`src/rtl/fetch_stage_if.sv`:
```
// Bundle for the fetch stage: instruction-memory request/response bus, redirect
// input and the decode-side valid/ready handshake.
interface fetch_stage_if;
    logic        imem_req_o;
    logic [31:0] imem_addr_o;
    logic        imem_gnt_i;
    logic        imem_rvalid_i;
    logic [31:0] imem_rdata_i;
    logic        redirect_i;
    logic [31:0] redirect_pc_i;
    logic        id_valid_o;
    logic        id_ready_i;
    logic [31:0] id_pc_o;
    logic [31:0] id_instr_o;
    logic [2:0]  id_type_o;
    logic        id_illegal_o;

    modport master (
        output imem_req_o, imem_addr_o,
        input  imem_gnt_i, imem_rvalid_i, imem_rdata_i,
        input  redirect_i, redirect_pc_i,
        output id_valid_o, id_pc_o, id_instr_o, id_type_o, id_illegal_o,
        input  id_ready_i
    );

    modport slave (
        input  imem_req_o, imem_addr_o,
        output imem_gnt_i, imem_rvalid_i, imem_rdata_i,
        output redirect_i, redirect_pc_i,
        input  id_valid_o, id_pc_o, id_instr_o, id_type_o, id_illegal_o,
        output id_ready_i
    );
endinterface

```
`src/rtl/fetch_stage.sv`:
```
// Instruction fetch: PC, in-order imem requests under a credit limit, a
// response FIFO with predecode, and redirect flushing of buffered/in-flight words.
module fetch_stage #(
    parameter logic [31:0] RESET_PC = 32'h0000_0000,
    parameter int          DEPTH    = 2
) (
    input logic          clk_i,
    input logic          rst_i,
    fetch_stage_if.master bus
);
    localparam int PW = $clog2(DEPTH);
    localparam int CW = PW + 1;

    localparam logic [2:0] RTYPE = 3'd0;
    localparam logic [2:0] ITYPE = 3'd1;
    localparam logic [2:0] STYPE = 3'd2;
    localparam logic [2:0] BTYPE = 3'd3;
    localparam logic [2:0] UTYPE = 3'd4;
    localparam logic [2:0] JTYPE = 3'd5;

    typedef struct packed {
        logic [31:0] pc;
        logic [31:0] instr;
        logic [2:0]  typ;
        logic        ill;
    } entry_t;

    logic [31:0]   pc_q, pc_d;
    logic [CW-1:0] out_q, out_d, drop_q, drop_d, cnt_q, cnt_d;
    logic [PW-1:0] rd_q, rd_d, wr_q, wr_d, rq_rd_q, rq_rd_d, rq_wr_q, rq_wr_d;
    entry_t        fifo_q [DEPTH];
    entry_t        fifo_d [DEPTH];
    logic [31:0]   rq_q   [DEPTH];
    logic [31:0]   rq_d   [DEPTH];

    logic [CW:0] credit;
    logic        req, fire, push, pop;
    logic [2:0]  dec_type;
    logic        dec_ill;

    always_comb begin
        dec_type = RTYPE;
        dec_ill  = 1'b0;
        case (bus.imem_rdata_i[6:0])
            7'b0110011, 7'b1010011, 7'b1000011,
            7'b1000111, 7'b1001011, 7'b1001111: dec_type = RTYPE;
            7'b0010011, 7'b0000011, 7'b0000111,
            7'b1100111, 7'b1110011:             dec_type = ITYPE;
            7'b0100011, 7'b0100111:             dec_type = STYPE;
            7'b1100011:                         dec_type = BTYPE;
            7'b0110111, 7'b0010111:             dec_type = UTYPE;
            7'b1101111:                         dec_type = JTYPE;
            default:                            dec_ill  = 1'b1;
        endcase
    end

    // Outstanding requests plus buffered words never exceed DEPTH, so every
    // response always has a FIFO slot and the request-PC queue cannot overflow.
    always_comb begin
        credit = {1'b0, out_q} + {1'b0, cnt_q};
        req    = !rst_i && !bus.redirect_i && (credit < (CW+1)'(DEPTH));
        fire   = req && bus.imem_gnt_i;
        push   = bus.imem_rvalid_i && (drop_q == '0) && !bus.redirect_i;
        pop    = (cnt_q != '0) && bus.id_ready_i && !bus.redirect_i;

        pc_d    = pc_q;
        out_d   = out_q;
        drop_d  = drop_q;
        cnt_d   = cnt_q;
        rd_d    = rd_q;
        wr_d    = wr_q;
        rq_rd_d = rq_rd_q;
        rq_wr_d = rq_wr_q;
        fifo_d  = fifo_q;
        rq_d    = rq_q;

        if (fire) begin
            pc_d          = pc_q + 32'd4;
            rq_d[rq_wr_q] = pc_q;
            rq_wr_d       = rq_wr_q + PW'(1);
        end

        case ({fire, bus.imem_rvalid_i})
            2'b10:   out_d = out_q + CW'(1);
            2'b01:   out_d = out_q - CW'(1);
            default: out_d = out_q;
        endcase

        if (bus.imem_rvalid_i) begin
            rq_rd_d = rq_rd_q + PW'(1);
            if (drop_q != '0) drop_d = drop_q - CW'(1);
        end

        if (push) begin
            fifo_d[wr_q] = '{pc: rq_q[rq_rd_q], instr: bus.imem_rdata_i,
                             typ: dec_type, ill: dec_ill};
            wr_d = wr_q + PW'(1);
        end
        if (pop) rd_d = rd_q + PW'(1);

        case ({push, pop})
            2'b10:   cnt_d = cnt_q + CW'(1);
            2'b01:   cnt_d = cnt_q - CW'(1);
            default: cnt_d = cnt_q;
        endcase

        // Redirect wins: whatever is still in flight after this edge is dropped.
        if (bus.redirect_i) begin
            pc_d   = {bus.redirect_pc_i[31:2], 2'b00};
            drop_d = out_d;
            cnt_d  = '0;
            rd_d   = wr_q;
        end
    end

    always_ff @(posedge clk_i) begin
        if (rst_i) begin
            pc_q    <= RESET_PC;
            out_q   <= '0;
            drop_q  <= '0;
            cnt_q   <= '0;
            rd_q    <= '0;
            wr_q    <= '0;
            rq_rd_q <= '0;
            rq_wr_q <= '0;
            for (int i = 0; i < DEPTH; i++) begin
                fifo_q[i] <= '0;
                rq_q[i]   <= '0;
            end
        end else begin
            pc_q    <= pc_d;
            out_q   <= out_d;
            drop_q  <= drop_d;
            cnt_q   <= cnt_d;
            rd_q    <= rd_d;
            wr_q    <= wr_d;
            rq_rd_q <= rq_rd_d;
            rq_wr_q <= rq_wr_d;
            fifo_q  <= fifo_d;
            rq_q    <= rq_d;
        end
    end

    always_comb begin
        bus.imem_req_o   = req;
        bus.imem_addr_o  = pc_q;
        bus.id_valid_o   = (cnt_q != '0);
        bus.id_pc_o      = fifo_q[rd_q].pc;
        bus.id_instr_o   = fifo_q[rd_q].instr;
        bus.id_type_o    = fifo_q[rd_q].typ;
        bus.id_illegal_o = fifo_q[rd_q].ill;
    end
endmodule

```
`src/flat_wrapper.sv`:
```
// flat-port wrapper written by rule: the top's interface ports become plain ports
module fetch_stage_flat 
#(
    parameter logic [31:0] RESET_PC = 32'h0000_0000,
    parameter int          DEPTH    = 2
)
  (clk_i, rst_i, bus_imem_req_o, bus_imem_addr_o, bus_imem_gnt_i, bus_imem_rvalid_i, bus_imem_rdata_i, bus_redirect_i, bus_redirect_pc_i, bus_id_valid_o, bus_id_pc_o, bus_id_instr_o, bus_id_type_o, bus_id_illegal_o, bus_id_ready_i);
  fetch_stage_if bus_i ();
  input logic clk_i;
  input logic rst_i;
  output wire logic [$bits(bus_i.imem_req_o)-1:0] bus_imem_req_o;
  output wire logic [$bits(bus_i.imem_addr_o)-1:0] bus_imem_addr_o;
  input wire logic [$bits(bus_i.imem_gnt_i)-1:0] bus_imem_gnt_i;
  input wire logic [$bits(bus_i.imem_rvalid_i)-1:0] bus_imem_rvalid_i;
  input wire logic [$bits(bus_i.imem_rdata_i)-1:0] bus_imem_rdata_i;
  input wire logic [$bits(bus_i.redirect_i)-1:0] bus_redirect_i;
  input wire logic [$bits(bus_i.redirect_pc_i)-1:0] bus_redirect_pc_i;
  output wire logic [$bits(bus_i.id_valid_o)-1:0] bus_id_valid_o;
  output wire logic [$bits(bus_i.id_pc_o)-1:0] bus_id_pc_o;
  output wire logic [$bits(bus_i.id_instr_o)-1:0] bus_id_instr_o;
  output wire logic [$bits(bus_i.id_type_o)-1:0] bus_id_type_o;
  output wire logic [$bits(bus_i.id_illegal_o)-1:0] bus_id_illegal_o;
  input wire logic [$bits(bus_i.id_ready_i)-1:0] bus_id_ready_i;
  assign bus_imem_req_o = bus_i.imem_req_o;
  assign bus_imem_addr_o = bus_i.imem_addr_o;
  assign bus_i.imem_gnt_i = bus_imem_gnt_i;
  assign bus_i.imem_rvalid_i = bus_imem_rvalid_i;
  assign bus_i.imem_rdata_i = bus_imem_rdata_i;
  assign bus_i.redirect_i = bus_redirect_i;
  assign bus_i.redirect_pc_i = bus_redirect_pc_i;
  assign bus_id_valid_o = bus_i.id_valid_o;
  assign bus_id_pc_o = bus_i.id_pc_o;
  assign bus_id_instr_o = bus_i.id_instr_o;
  assign bus_id_type_o = bus_i.id_type_o;
  assign bus_id_illegal_o = bus_i.id_illegal_o;
  assign bus_i.id_ready_i = bus_id_ready_i;
  fetch_stage #(.RESET_PC(RESET_PC), .DEPTH(DEPTH)) u_core (.clk_i(clk_i), .rst_i(rst_i), .bus(bus_i));
endmodule
```
`config.mk`:
```
export PLATFORM = sky130hd
export DESIGN_NAME = fetch_stage_flat
export DESIGN_NICKNAME = d
export VERILOG_FILES = /design/src/rtl/fetch_stage_if.sv /design/src/rtl/fetch_stage.sv /design/src/flat_wrapper.sv
export SDC_FILE = /design/constraint.sdc
export NUM_CORES = 1
export LEC_CHECK = 0
export ABC_AREA = 1
export CAP_MARGIN = 10
export CORE_ASPECT_RATIO = 1.25
export CORE_MARGIN = 1.5
export CORE_UTILIZATION = 48
export CTS_CLUSTER_DIAMETER = 30
export DETAILED_ROUTE_END_ITERATION = 12
export GPL_TIMING_DRIVEN = 0
export PLACE_DENSITY_LB_ADDON = 0.1
export SYNTH_ARGS = -nofsm -noshare
export SYNTH_HDL_FRONTEND = slang
export SYNTH_SLANG_ARGS = --single-unit
export TNS_END_PERCENT = 10
```
`constraint.sdc`:
```
create_clock -name clk_i -period 2.1 [get_ports clk_i]
set_clock_uncertainty 0.1 [all_clocks]
set_input_delay 0.315 -clock clk_i [delete_from_list [all_inputs] [get_ports clk_i]]
set_output_delay 0.315 -clock clk_i [all_outputs]
set_load 0.03 [all_outputs]
```
==> impl_metrics.yaml <==
worst_setup_path:
  cp_data_arrival_time_ns: 1.82
  cpPeakStageDelay_ns: 0.38
  critPathRequiredTime_ns: 1.68
  setup.worst_path.end_class: "output pin"
  worst_path_max_delay_cell: "dfxtp_4"
  path_class: "reg2out"
  critPathBufInv: 3
  cp_top_family: "buffers and inverters"
  startpoint_type: "flop"
  cp_max_fo: 10
  cp_cell_sequence: "clkbuf_16 > clkbuf_4 > a21oi_1 > clkdlybuf4s15_2"
sta:
  setup_viol: 72
  rsz0062_at_grt: "true"
  hold_viol_final: 0
  setup-tns-final_ns: -3.640
  min_period_ns: 2.234
  worst_slack_ns: -0.1336
  fmax_mhz: 447.7
  fin_crit_sh_pct: 106.4
  drv_slew: 0
  tightest_slew_ns: 0.6761
  slew_headroom_pct: 54.92
power_and_ir_drop:
  seqPwrFrac_pct: 35.6
  p_sw_share_pct: 27.58
  p_int_mw: 9.837
  p_switching_mw: 3.746
  pwr-share-clk_pct: 49.1
  comb_power_share_pct: 15.3
  p_per_area_nw_per_um2: 982.4
  peakVddDrop_mv: 0.5081
  leakage_nw: 5.727
synth:
  yosys.area_share.simple_pct: 18.00
  synthDistinctLibCells: 38
  synth_compound_area_share_pct: 22.07
  syn_area_um2: 10130
  synth_mux_area_share_pct: 1.581
  synth_top_family_by_area: "compound AO/OA/AOI/OAI gates"
  synth_fa_ha_area_share_pct: 0.6919
  synthArstFlopShare_pct: 0
  synth_edf_count: 0
  synth-xor-area-share_pct: 1.124
  syn_inst: 1401
  yosysSeqAreaShare_pct: 45.86
  synth_ff_type: "dfxtp_1"
  ys_ff_latch: 232
  ys.warnings.count: 0
  avgSynthCellArea_um2: 7.229
global_route:
  grt_overflow: 0
  grt_pass1_vias: 9508
  grt_max_degree: 13
  grt_antenna_before_repair: 0
  track_usage_pct: 28.74
  grt_pass1_wl_um: 50090
routing:
  drt-total-wl_um: 32340
  drc_errors: 0
  drt-initial-drc-count: 826
  viasPerCell: 5.308
  dr.pass1.iters: 5
  dr_total_vias: 10260
  ant_nets: 0
  wl_per_cell_um: 16.74
clocking:
  clk_latency_ns: 0.52
  clkSinkCount: 232
  cts_tree: "yes"
  cts.clk_slew.worst_paths_ns: 0.05
  clockRootBuffer: "clkbuf_16"
  clock_tree.buffer_depth: 3
  hold_buffers: 0
  h-tree-depth: 2
  cts_buffers: 39
layout:
  final_cell_mix: "dfxtp_1, nand2_1, o21ai_0, nor2_1, inv_1"
  final_nets: 1704
  syn_to_final_growth_pct: 36.53
  nFillCells: 1828
  drive_gt1_share_pct: 15.32
  final-seq-area_um2: 4652
  final_common_cell: "dfxtp_1"
  n_antenna_cell: 0
  multiInputGateArea_um2: 4571
  final_core_util_pct: 66.66
  final_cells: 1932
placement:
  port-buffer-count: 164
  place_hpwl_um: 22310
  dpl.cell_count: 1842
  place.gp.congestion: 0.9157
hold_path:
  hold_class: "in2reg"
die:
  coreArea_um2: 20740
  die_h_um: 165.4
  io_pins: 172
  dieArea_um2: 21990
  num_rows: 59
  start_util_pct: 48.82
  die_w_um: 132.9
run_status:
  outcome: "finished, violations left"
  violations: "negative setup slack"
flow_run:
  maxCapViolCount: 0
-- metal layers --
| metal | up-vias | part of all wire [%] | GRT usage, % | wire [µm] |
|---|---|---|---|---|
| met5 | - | 0 | 0 | 0 |
| met1 | 4738 | 40 | 35.11 | 13090 |
| met2 | 397 | 48 | 50.64 | 15590 |
| met4 | 0 | 4.2 | 11.49 | 1370 |
| li1 | 5047 | - | - | - |
| met3 | 74 | 7.1 | 4.670 | 2289 |
-- repair_timing --
action,CTS,global route
pin swaps,3,12
endpoints found under the setup margin,206,226
cloned,1,3
gates resized for setup,447,145
buffers inserted,4,13
-- cell families (layout without fill, tap and decap cells) --
| group | Yosys count | count (layout) |
|---|---|---|
| buf+inv | 266 | 519 |
| fa+ha+maj | 5 | 5 |
| flops | 232 | 232 |
| other cells | 1 | 4 |
| compound gates | 423 | 423 |
| simple gates | 445 | 446 |
| xor+xnor | 13 | 13 |
| mux | 16 | 16 |
-- power by group through the flow --
stage	clock network (mW)	logic [mW]	registers, mW
after floorplan	0	1.14	4.93
after global placement	0	1.98	4.90
after detailed placement	0	2.00	4.91
after CTS	6.70	1.96	4.82
after global routing	6.91	2.26	4.85
final	6.67	2.08	4.83
-- worst paths after layout --
| path | from | to | slack [ns] | cells after the start |
|---|---|---|---|---|
| worst max register to register | u_core.out_q[0] | u_core.rq_q[22] | -0.12 | 11 |
| worst max-delay path | u_core.rd_q | bus_id_instr_o[7] | -0.13 | 4 |
| worst min-delay path | bus_redirect_i | u_core.cnt_q[0] | 0.07 | 4 |
| worst min register to register | u_core.fifo_q[30] | u_core.fifo_q[30] | 0.35 | 2 |
-- per-stage QoR --
| stage | area [µm²] | hold WS (ns) | power (mW) | setup WS, ns |
|---|---|---|---|---|
| after floorplan | 10150 | 0.3292 | 6.065 | 0.005186 |
| after global placement | 12140 | 0.3398 | 6.878 | -0.8764 |
| after detailed placement | 12140 | 0.3432 | 6.903 | -0.9131 |
| after CTS | 13440 | 0.05245 | 13.48 | -0.1656 |
| after global routing | 13830 | 0.07859 | 14.02 | -0.2136 |
| final | 13830 | 0.07038 | 13.58 | -0.1336 |
-- final cells by class --
type	count	share of cell area, %
clock buffer	48	7.809
tap	274	2.479
inverter	173	4.733
buffer	92	4.280
clock inverter	22	2.163
multi-input combinational	907	33.06
sequential	232	33.64
timing repair buffer	184	11.84
-- tightest hold or removal path: stages --
cell	delay (ns)
buf_6	0.11
nor2_4	0.08
o21ai_0	0.08
a21oi_1	0.04
-- flip-flops by register name (all words and copies together), names as in the netlist --
| register | flops |
|---|---|
| u_core.wr_q | 1 |
| u_core.rd_q | 1 |
| u_core.drop_q | 2 |
| u_core.bus.imem_addr_o | 30 |
| u_core.rq_rd_q | 1 |
| u_core.out_q | 2 |
| u_core.rq_wr_q | 1 |
| u_core.fifo_q | 132 |
| u_core.cnt_q | 2 |
| u_core.rq_q | 60 |
-- synthesized netlist by cell type, types with 10 or more instances --
| cell | number | area [µm²] |
|---|---|---|
| a21oi_1 | 145 | 725.7 |
| nand3_1 | 65 | 325.3 |
| mux2i_1 | 16 | 160.2 |
| o21ai_0 | 217 | 1086 |
| buf_4 | 10 | 75.07 |
| o22ai_1 | 21 | 131.4 |
| dfxtp_1 | 232 | 4644 |
| inv_1 | 169 | 634.4 |
| clkbuf_1 | 51 | 191.4 |
| nor2_1 | 177 | 664.4 |
| a211oi_1 | 30 | 225.2 |
| xor2_1 | 10 | 87.58 |
| buf_2 | 26 | 130.1 |
| nand2_1 | 188 | 705.7 |
No activity file was read; power rests on OpenSTA's default activity.
